`src/rtl/cpu_types_pkg.sv`:
```
// Shared CPU type definitions.
// Holds the request-sequencer state encoding and default counter widths.
package cpu_types_pkg;

  // Default widths for the request unit counters.
  localparam int unsigned RU_CNT_W_DEF   = 32;
  localparam int unsigned RU_STALL_W_DEF = 8;

  // Request sequencer states.
  typedef enum logic [1:0] {
    FETCH  = 2'd0,
    DATA   = 2'd1,
    HALTED = 2'd2
  } reqstate_t;

endpackage : cpu_types_pkg

```
`src/rtl/sat_counter.sv`:
```
// Saturating up-counter with synchronous clear.
// Ports: clk/rst (async active-high), clr (priority over inc), inc, count.
module sat_counter #(
  parameter int unsigned WIDTH = 8
) (
  input  logic             clk,
  input  logic             rst,
  input  logic             clr,
  input  logic             inc,
  output logic [WIDTH-1:0] count
);
  localparam logic [WIDTH-1:0] MAX = '1;

  logic [WIDTH-1:0] count_q;
  logic [WIDTH-1:0] count_d;

  // Next count: clear wins, otherwise increment until all ones.
  always_comb begin
    count_d = count_q;
    if (clr) begin
      count_d = '0;
    end else if (inc && (count_q != MAX)) begin
      count_d = count_q + WIDTH'(1);
    end
  end

  always_ff @(posedge clk or posedge rst) begin
    if (rst) begin
      count_q <= '0;
    end else begin
      count_q <= count_d;
    end
  end

  assign count = count_q;
endmodule : sat_counter

```
`src/rtl/request_unit.sv`:
```
// Memory request sequencer between the control unit and the memory arbiter.
// Inputs : CLK, RST (async active-high), ihit, dhit, dREN_in, dWEN_in, halt_in.
// Outputs: imemREN, pc_en (decoded from state/inputs); dmemREN, dmemWEN, halt,
//          protocol_err, retired, stall_cnt (registered).
module request_unit
  import cpu_types_pkg::*;
#(
  parameter int unsigned CNT_W   = 32,
  parameter int unsigned STALL_W = 8
) (
  input  logic               CLK,
  input  logic               RST,
  input  logic               ihit,
  input  logic               dhit,
  input  logic               dREN_in,
  input  logic               dWEN_in,
  input  logic               halt_in,
  output logic               imemREN,
  output logic               dmemREN,
  output logic               dmemWEN,
  output logic               pc_en,
  output logic               halt,
  output logic               protocol_err,
  output logic [CNT_W-1:0]   retired,
  output logic [STALL_W-1:0] stall_cnt
);

  reqstate_t        state_q, state_d;
  logic             dmem_ren_q, dmem_ren_d;
  logic             dmem_wen_q, dmem_wen_d;
  logic             halt_q, halt_d;
  logic             perr_q, perr_d;
  logic [CNT_W-1:0] retired_q;
  logic             stall_clr;
  logic             stall_inc;

  // Next-state, request and commit decode.
  always_comb begin
    state_d    = state_q;
    dmem_ren_d = dmem_ren_q;
    dmem_wen_d = dmem_wen_q;
    halt_d     = halt_q;
    perr_d     = perr_q;
    imemREN    = 1'b0;
    pc_en      = 1'b0;
    stall_clr  = 1'b0;
    stall_inc  = 1'b0;

    unique case (state_q)
      FETCH: begin
        imemREN = 1'b1;
        if (ihit) begin
          if (halt_in) begin
            // HALT beats any memory op decoded alongside it.
            state_d = HALTED;
            halt_d  = 1'b1;
          end else if (dREN_in || dWEN_in) begin
            // Load wins an illegal load+store; flag it stickily.
            state_d    = DATA;
            dmem_ren_d = dREN_in;
            dmem_wen_d = dWEN_in & ~dREN_in;
            stall_clr  = 1'b1;
            if (dREN_in && dWEN_in) begin
              perr_d = 1'b1;
            end
          end else begin
            pc_en = 1'b1;
          end
        end
      end

      DATA: begin
        // imemREN stays low so the data request owns the arbiter.
        if (dhit) begin
          pc_en      = 1'b1;
          dmem_ren_d = 1'b0;
          dmem_wen_d = 1'b0;
          state_d    = FETCH;
        end else begin
          stall_inc = 1'b1;
        end
      end

      HALTED: begin
        // Terminal until reset.
      end

      default: begin
        state_d    = FETCH;
        dmem_ren_d = 1'b0;
        dmem_wen_d = 1'b0;
      end
    endcase
  end

  // State and request registers.
  always_ff @(posedge CLK or posedge RST) begin
    if (RST) begin
      state_q    <= FETCH;
      dmem_ren_q <= 1'b0;
      dmem_wen_q <= 1'b0;
      halt_q     <= 1'b0;
      perr_q     <= 1'b0;
    end else begin
      state_q    <= state_d;
      dmem_ren_q <= dmem_ren_d;
      dmem_wen_q <= dmem_wen_d;
      halt_q     <= halt_d;
      perr_q     <= perr_d;
    end
  end

  // Retired-instruction counter, wraps.
  always_ff @(posedge CLK or posedge RST) begin
    if (RST) begin
      retired_q <= '0;
    end else if (pc_en) begin
      retired_q <= retired_q + CNT_W'(1);
    end
  end

  // Per-access data stall counter; frozen outside DATA.
  sat_counter #(
    .WIDTH (STALL_W)
  ) u_stall_cnt (
    .clk   (CLK),
    .rst   (RST),
    .clr   (stall_clr),
    .inc   (stall_inc),
    .count (stall_cnt)
  );

  assign dmemREN      = dmem_ren_q;
  assign dmemWEN      = dmem_wen_q;
  assign halt         = halt_q;
  assign protocol_err = perr_q;
  assign retired      = retired_q;

endmodule : request_unit

```
`config.mk`:
```
export PLATFORM = sky130hd
export DESIGN_NAME = request_unit
export DESIGN_NICKNAME = d
export VERILOG_FILES = /design/src/rtl/cpu_types_pkg.sv /design/src/rtl/sat_counter.sv /design/src/rtl/request_unit.sv
export SDC_FILE = /design/constraint.sdc
export NUM_CORES = 1
export LEC_CHECK = 0
export CAP_MARGIN = 20
export CORE_ASPECT_RATIO = 0.6
export CORE_MARGIN = 5
export CORE_UTILIZATION = 28
export DETAILED_ROUTE_END_ITERATION = 6
export SYNTH_ARGS = -nofsm -noshare
export SYNTH_HDL_FRONTEND = slang
export SYNTH_SLANG_ARGS = --single-unit
export TNS_END_PERCENT = 5
```
`constraint.sdc`:
```
create_clock -name CLK -period 1.51 [get_ports CLK]
set_input_delay 0.302 -clock CLK [delete_from_list [all_inputs] [get_ports CLK]]
set_output_delay 0.302 -clock CLK [all_outputs]
set_load 0.01 [all_outputs]
```
==> results of run 1 <==
logic make-up (layout without fill, tap and decap cells):
group                    Yosys count  count (layout)  share of synthesized area
AND/OR/NAND/NOR                   83              83                      0.228
flip-flops                        46              46                      0.524
XOR/XNOR                          37              37                      0.147
AO/OA/AOI/OAI                     11              11                     0.0507
buffers and inverters              9             124                     0.0239
multiplexers                       3               3                     0.0148
adder cells (fa/ha/maj)            2               2                     0.0114
stage by stage:
stage	setup TNS (ns)	setup slack, ns	instance area [µm²]	total power, mW
detailed placement	-21.58	-0.703	3250	2.00
floorplan	-0.673	-0.0653	2200	1.64
global placement	-20.94	-0.706	3250	2.00
global route	-7.80	-0.292	3540	3.54
finish	-5.18	-0.236	3540	3.36
CTS	-5.49	-0.239	3450	3.41
how the worst min path moves through the flow:
stage                     slack [ns]                     from                      end
after floorplan                 0.45                     ihit   state_q[1]$_DFFE_PP0P_
after global placement          0.46         halt$_DFFE_PP0P_         halt$_DFFE_PP0P_
after detailed placement        0.47  retired[31]$_DFFE_PP0P_  retired[31]$_DFFE_PP0P_
after CTS                       0.39                      RST  retired[17]$_DFFE_PP0P_
after global routing            0.41                      RST         halt$_DFFE_PP0P_
final                           0.37                      RST      dmemREN$_DFFE_PP0P_
state kept, by name, indices dropped and copies added (netlist names):
signal and cells:
u_stall_cnt.count 8, state_q 2, halt 1, dmemREN 1, protocol_err 1, retired 32
dmemWEN 1
area by class of cell:
class / count / share of cell area
clock buffer: 5 / 0.0354
inverter: 3 / 0.00318
multi-input combinational: 136 / 0.306
tap: 108 / 0.0382
sequential: 46 / 0.326
clock inverter: 3 / 0.0194
timing repair buffer: 113 / 0.272
layer usage:
layer,wire length (µm),global-route usage
met4,80,0.0383
met3,332,0.0428
met2,2310,0.169
met1,3000,0.172
met5,0,0
tightest hold or removal path: stages:
cell	delay, ns
sky130_fd_sc_hd__clkdlybuf4s50_1	0.41
sky130_fd_sc_hd__inv_2	0.07
sky130_fd_sc_hd__buf_12	0.24
synth_stat cells, drive strengths merged, types with 3 or more instances:
| cell | count |
|---|---|
| buf | 4 |
| nand4 | 14 |
| nor4b | 3 |
| inv | 3 |
| nor2 | 15 |
| nor2b | 4 |
| nand3 | 12 |
| nand2 | 13 |
| and2 | 6 |
| xor2 | 10 |
| and3 | 4 |
| dfrtp | 46 |
| and4 | 6 |
| nor3 | 3 |
| a31o | 3 |
| xnor2 | 27 |
power by group:
| group | internal, mW | total, mW | leakage [nW] | switching [mW] |
|---|---|---|---|---|
| clock network | 0.951 | 1.43 | 0.0940 | 0.476 |
| logic | 0.295 | 0.541 | 1.12 | 0.246 |
| registers | 1.33 | 1.40 | 0.624 | 0.0692 |
| total | 2.57 | 3.36 | 1.84 | 0.791 |
repair_timing:
action | in CTS | in global routing
buffers inserted | 2 | 2
setup endpoints to repair | 83 | 48
pin swaps | 14 | 10
resized for setup | 63 | 19
gates cloned | 0 | 0
==> run summary, run 1 <==
Run status = finished with violations
Violated checks = setup timing
Routed wirelength normalized by instance count = 13.8 µm
Clock Tree Buf Depth = 2
Slew headroom = 0.791
Main area contributors after synthesis = sky130_fd_sc_hd__dfrtp_1, sky130_fd_sc_hd__xnor2_1, sky130_fd_sc_hd__nand4_1
Final core utilization = 0.456
Async set-or-reset flop fraction in the synthesized netlist = 1.00
Site row count = 25
Number of DRC markers after the initial detailed-route iteration = 64
Final cycle utilization of the critical path = 1.16
Register-to-Register Path Depth = 6
Top library cells by usage in the layout, fill and taps aside = sky130_fd_sc_hd__buf_4, sky130_fd_sc_hd__dfrtp_1, sky130_fd_sc_hd__dlygate4sd2_1, sky130_fd_sc_hd__xnor2_1, sky130_fd_sc_hd__nand4_1
Least setup slack across all paths after layout = -0.236 ns
Required time at the endpoint of the critical path = 1.72 ns
Post-synthesis instance area = 2200 µm²
Register-to-register setup slack = -0.24 ns
Register clock-pin slew on the reported worst setup and hold paths = 0.06 ns
Number of DRC violations after detailed routing = 0
Number of distinct library cell variants in the gate-level netlist after synthesis = 39
Cells after DPL = 402
Synthesized instance count = 191
Sequential standard cell area = 1150 µm²
Average footprint of a synthesized cell = 11.5 µm²
Vertical extent of the die = 78.6 µm
Congestion Overflow GR = 0
Yosys top cell area share = 0.524
Setup repair after global routing missed its margin = true
Total die area = 9780 µm²
Category of the most critical setup path = flop to flop
Worst slack on hold paths = 0.365 ns
Final count of negative-setup-slack endpoints = 38
Half-perimeter wire length after placement = 4320 µm
Proportion of layout cells with a drive suffix above 1 = 0.343
Master of the slowest instance on the critical path = sky130_fd_sc_hd__dfrtp_2
Synth warnings = 0
Clock tree sinks = 46
Wire length of the first global-routing pass = 9520 µm
Effective utilization at floorplan = 0.283
Number of antenna diodes = 0
Clock tree from TritonCTS = built
Largest net degree at the start of global routing = 47
Root Driver = sky130_fd_sc_hd__clkbuf_16
I/O pin total = 53
End of the worst register-to-register path = u_stall_cnt.count[7]$_DFFE_PP0P_
Largest stage delay on the critical path = 0.45 ns
Antenna violations before repair = 0
Routed Wire Length = 5730 µm
Number of detailed-route iterations in the first pass = 4
Largest driver fanout on the critical path = 4
Slew at the pin closest to its max-slew limit = 0.313 ns
Largest delay contributor family on the critical path = simple AND/OR/NAND/NOR gates
Net count of the finished layout = 314
Insertion delay to the later sink of the worst-skew pair = 0.29 ns
Startpoint of the worst-slack reg-to-reg timing path = state_q[1]$_DFFE_PP0P_
Total via count in the routed design = 1,807
Commonest register cell after synthesis = sky130_fd_sc_hd__dfrtp_1
Fin cells = 414
Worst setup path endpoint = u_stall_cnt.count[7]$_DFFE_PP0P_
Static Leak = 1.84 nW
Antenna viol nets, final = 0
Number of nets in the synthesized netlist = 200
Final count of pins violating max slew = 0
Leading cell type in the layout, fill and taps excluded = sky130_fd_sc_hd__buf_4
Count of final hold-check violations = 0
Max Cap Viol = 0
Register bit count reported by yosys = 46
Number of global-route vias before repair = 1,861
Multi-input combinational cell area = 1080 µm²
Time the worst path needs with I/O delays and setup = 1.75 ns
Total power per unit cell area = 951 nW/µm²
Width of the chip = 124 µm
Buffers added on ports = 52
CTS H-Tree Depth = 2
Crit path buffers/inverters = 1
Hold bufs inserted after CTS = 0
Most area-hungry cell type in the Yosys netlist = sky130_fd_sc_hd__dfrtp_1
Arrival time at the worst endpoint = 1.96 ns
GPL Wtd Cong = 0.782
Layout overhead on the synthesized area = 61.0%
Overall fraction of global-route tracks in use = 0.121
Worst hold path class = input pin to asynchronous set/reset pin
Cell-by-cell trace of the critical path = buf_4 -> or3b_4 -> a311oi_4 -> nand2_1 -> xor2_1 -> nor2_1
Setup skew after layout = 0.00498 ns
Critical Path End Type = flop
Cell depth of the worst setup path = 6
Sequential fraction of the synthesis area = 0.524
Per-cell via count in the routed design = 4.36
Number of buffers created by CTS = 5
Highest attainable clock frequency = 573 MHz
Area of the core = 7760 µm²
VDD IR-drop max = 0.593 mV
Launch point of the worst path = state_q[1]$_DFFE_PP0P_
Count of flip-flops with a built-in enable after synthesis = 0
Layout filler cell count = 798
Startpoint class of the critical path = flop
Power figures use the tool's default switching activity.
==> inputs of run 2 (changes only) <==
--- a/config.mk
+++ b/config.mk
@@ -10,6 +10,7 @@
 export CORE_MARGIN = 5
 export CORE_UTILIZATION = 28
 export DETAILED_ROUTE_END_ITERATION = 6
+export REMOVE_ABC_BUFFERS = 1
 export SYNTH_ARGS = -nofsm -noshare
 export SYNTH_HDL_FRONTEND = slang
 export SYNTH_SLANG_ARGS = --single-unit
==> run 2 against run 1 <==
Against the previous run: the flow still finishes with violations (setup timing); worst setup slack worse by 0.033 ns; core utilization grew 0.61 points; register-to-register slack improved by 0.03 ns; cell area is 1.3% higher; worst hold slack gained 0.014 ns; critical path depth decreased by 1; count of clock-buffer cells in the layout unchanged; final cell count is 0.97% higher; clock skew increased by 0.0051 ns; maximum frequency fell by 1.8%; critical endpoint is now pc_en; largest power group is now registers; highest routed layer unchanged.
==> run summary, run 2 (synthesis results as in run 1) <==
Slew at the pin closest to its max-slew limit = 0.315 ns (+0.00250 ns)
Area of the core = 7760 µm² (unchanged)
Hold bufs inserted after CTS = 0 (unchanged)
CTS H-Tree Depth = 2 (unchanged)
Cells after DPL = 401 (-0.25%)
Clock tree sinks = 46 (unchanged)
Total power per unit cell area = 907 nW/µm² (-4.6%)
Clock network power share = 0.388 (-0.036)
Vertical extent of the die = 78.6 µm (unchanged)
I/O pin total = 53 (unchanged)
Arrival time at the worst endpoint = 1.48 ns (-0.48 ns)
Final count of negative-setup-slack endpoints = 37 (-2.6%)
Final core utilization = 0.462 (+0.00613)
Net count of the finished layout = 318 (+1.3%)
Least setup slack across all paths after layout = -0.269 ns (-0.0328 ns)
Number of flip-flops under the largest register name = 32 (unchanged)
Routed length on met1 = 3110 µm (+3.7%)
Cell-by-cell trace of the critical path = buf_6 -> nor2b_2 -> a22o_4 -> buf_4 -> buf_2
Root Driver = sky130_fd_sc_hd__clkbuf_16
Number of global-route vias before repair = 1,939 (+4.2%)
Buffers added on ports = 52 (unchanged)
VDD IR-drop max = 0.555 mV (-6.3%)
Overall fraction of global-route tracks in use = 0.121 (+0.000844)
Antenna violations before repair = 0 (unchanged)
Internal power contribution = 2.44 mW (-5.3%)
Count of final hold-check violations = 0 (unchanged)
Insertion delay to the later sink of the worst-skew pair = 0.29 ns (about the same)
Final cycle utilization of the critical path = 1.18 (+0.0217)
Per-cell via count in the routed design = 4.39 (+0.58%)
Violated checks = setup timing
Effective utilization at floorplan = 0.283 (unchanged)
Master of the slowest instance on the critical path = sky130_fd_sc_hd__dfrtp_1
GPL Wtd Cong = 0.775 (-0.95%)
Total via count in the routed design = 1,835 (+1.5%)
Total power after layout = 3.25 mW (-3.3%)
Top library cells by usage in the layout, fill and taps aside = sky130_fd_sc_hd__buf_4, sky130_fd_sc_hd__dfrtp_1, sky130_fd_sc_hd__dlygate4sd2_1, sky130_fd_sc_hd__xnor2_1, sky130_fd_sc_hd__nand4_1
Leading cell type in the layout, fill and taps excluded = sky130_fd_sc_hd__buf_4
Layout overhead on the synthesized area = 63.1%
Post-placement worst setup slack = -0.612 ns (+0.0906 ns)
Largest driver fanout on the critical path = 3 (-1)
Final count of pins violating max slew = 0 (unchanged)
Largest net degree at the start of global routing = 47 (unchanged)
Routed length on met3 = 227 µm (-32%)
Max Cap Viol = 0 (unchanged)
Static Leak = 1.88 nW (+2.2%)
DR top layer = met4
Total die area = 9780 µm² (unchanged)
Highest attainable clock frequency = 562 MHz (-1.8%)
Required time at the endpoint of the critical path = 1.21 ns (-0.51 ns)
Worst hold path class = input pin to asynchronous set/reset pin
Fin cells = 418 (+0.97%)
Number of buffers created by CTS = 5 (unchanged)
Startpoint class of the critical path = flop
Clock tree from TritonCTS = built
Share of power burned in registers = 0.426 (+0.011)
Run status = finished with violations
Power share of the combinational group = 0.186 (+0.025)
Time the worst path needs with I/O delays and setup = 1.78 ns (+0.0328 ns)
Congestion Overflow GR = 0 (unchanged)
Wire length of the first global-routing pass = 9670 µm (+1.6%)
Worst slack on hold paths = 0.380 ns (+0.0143 ns)
Setup repair after global routing missed its margin = true
Largest stage delay on the critical path = 0.42 ns (-0.03 ns)
Switching Fraction = 0.250 (+0.0152)
Proportion of layout cells with a drive suffix above 1 = 0.339 (-0.00443)
Number of DRC markers after the initial detailed-route iteration = 66 (+3.1%)
Met2 wire len = 2370 µm (+2.6%)
Power spent charging and discharging nets = 0.814 mW (+2.9%)
Routed wirelength normalized by instance count = 13.7 µm (-0.85%)
Register clock-pin slew on the reported worst setup and hold paths = 0.07 ns (about the same)
Antenna viol nets, final = 0 (unchanged)
Slew headroom = 0.787 (-0.00463)
Width of the chip = 124 µm (unchanged)
Number of DRC violations after detailed routing = 0 (unchanged)
Half-perimeter wire length after placement = 4270 µm (-1.3%)
Category of the most critical setup path = flop to output port
Number of detailed-route iterations in the first pass = 4 (unchanged)
Number of antenna diodes = 0 (unchanged)
Site row count = 25 (unchanged)
Clock Tree Buf Depth = 2 (unchanged)
Routed Wire Length = 5730 µm (+0.10%)
Setup skew after layout = 0.0101 ns (+0.00508 ns)
Critical Path End Type = output port
[run 2: worst max-delay path, delay by kind of cell, from the launching register on]
| family | cells | cell delay [ns] |
|---|---|---|
| simple gates | 1 | 0.15 |
| buf+inv | 3 | 0.40 |
| compound gates | 1 | 0.23 |
| flops | 1 | 0.42 |
[run 2: power groups by stage]
stage                     clock network, mW  registers [mW]  logic, mW
after global placement                    0            1.41      0.607
after global routing                   1.35            1.40      0.675
after CTS                              1.30            1.39      0.594
after detailed placement                  0            1.41      0.617
after floorplan                           0            1.47      0.170
final                                  1.26            1.39      0.605
[run 2: metrics by stage]
step | setup TNS [ns] | area [µm²]
floorplan | -2.35 | 2160
global placement | -17.94 | 3250
detailed placement | -18.55 | 3250
CTS | -5.10 | 3460
global route | -7.92 | 3590
finish | -4.66 | 3590
[run 2: cell type report]
cell class,instances,area [µm²]
multi-input combinational,136,1100
clock buffer,5,125
sequential,46,1150
tap,108,135
timing repair buffer,117,1020
clock inverter,3,45.0
fill,774,4170
inverter,3,11.3
[run 2: worst paths after layout]
kind	start	end	slack (ns)	cells after the start
worst min-delay path	RST	dmemREN$_DFFE_PP0P_	0.38	3
worst max register to register	state_q[1]$_DFFE_PP0P_	retired[29]$_DFFE_PP0P_	-0.21	7
max in group asynchronous	RST	u_stall_cnt.count[7]$_DFFE_PP0P_	0.88	3
worst max-delay path	state_q[0]$_DFFE_PP0P_	pc_en	-0.27	5
min in group CLK	retired[31]$_DFFE_PP0P_	retired[31]$_DFFE_PP0P_	0.47	1
worst min register to register	retired[31]$_DFFE_PP0P_	retired[31]$_DFFE_PP0P_	0.47	1
[run 2: per-layer routing]
metal  vias up  global-route usage
met1       900               0.176
met4         0              0.0197
met5         -                   0
met2        30               0.181
met3         2              0.0367
li1        903                   -
[run 2: repair_timing]
action | CTS | global route
pin swaps | 14 | 11
gates resized for setup | 64 | 23
endpoints found under the setup margin | 80 | 50
buffers inserted | 7 | 3
cloned | 0 | 0
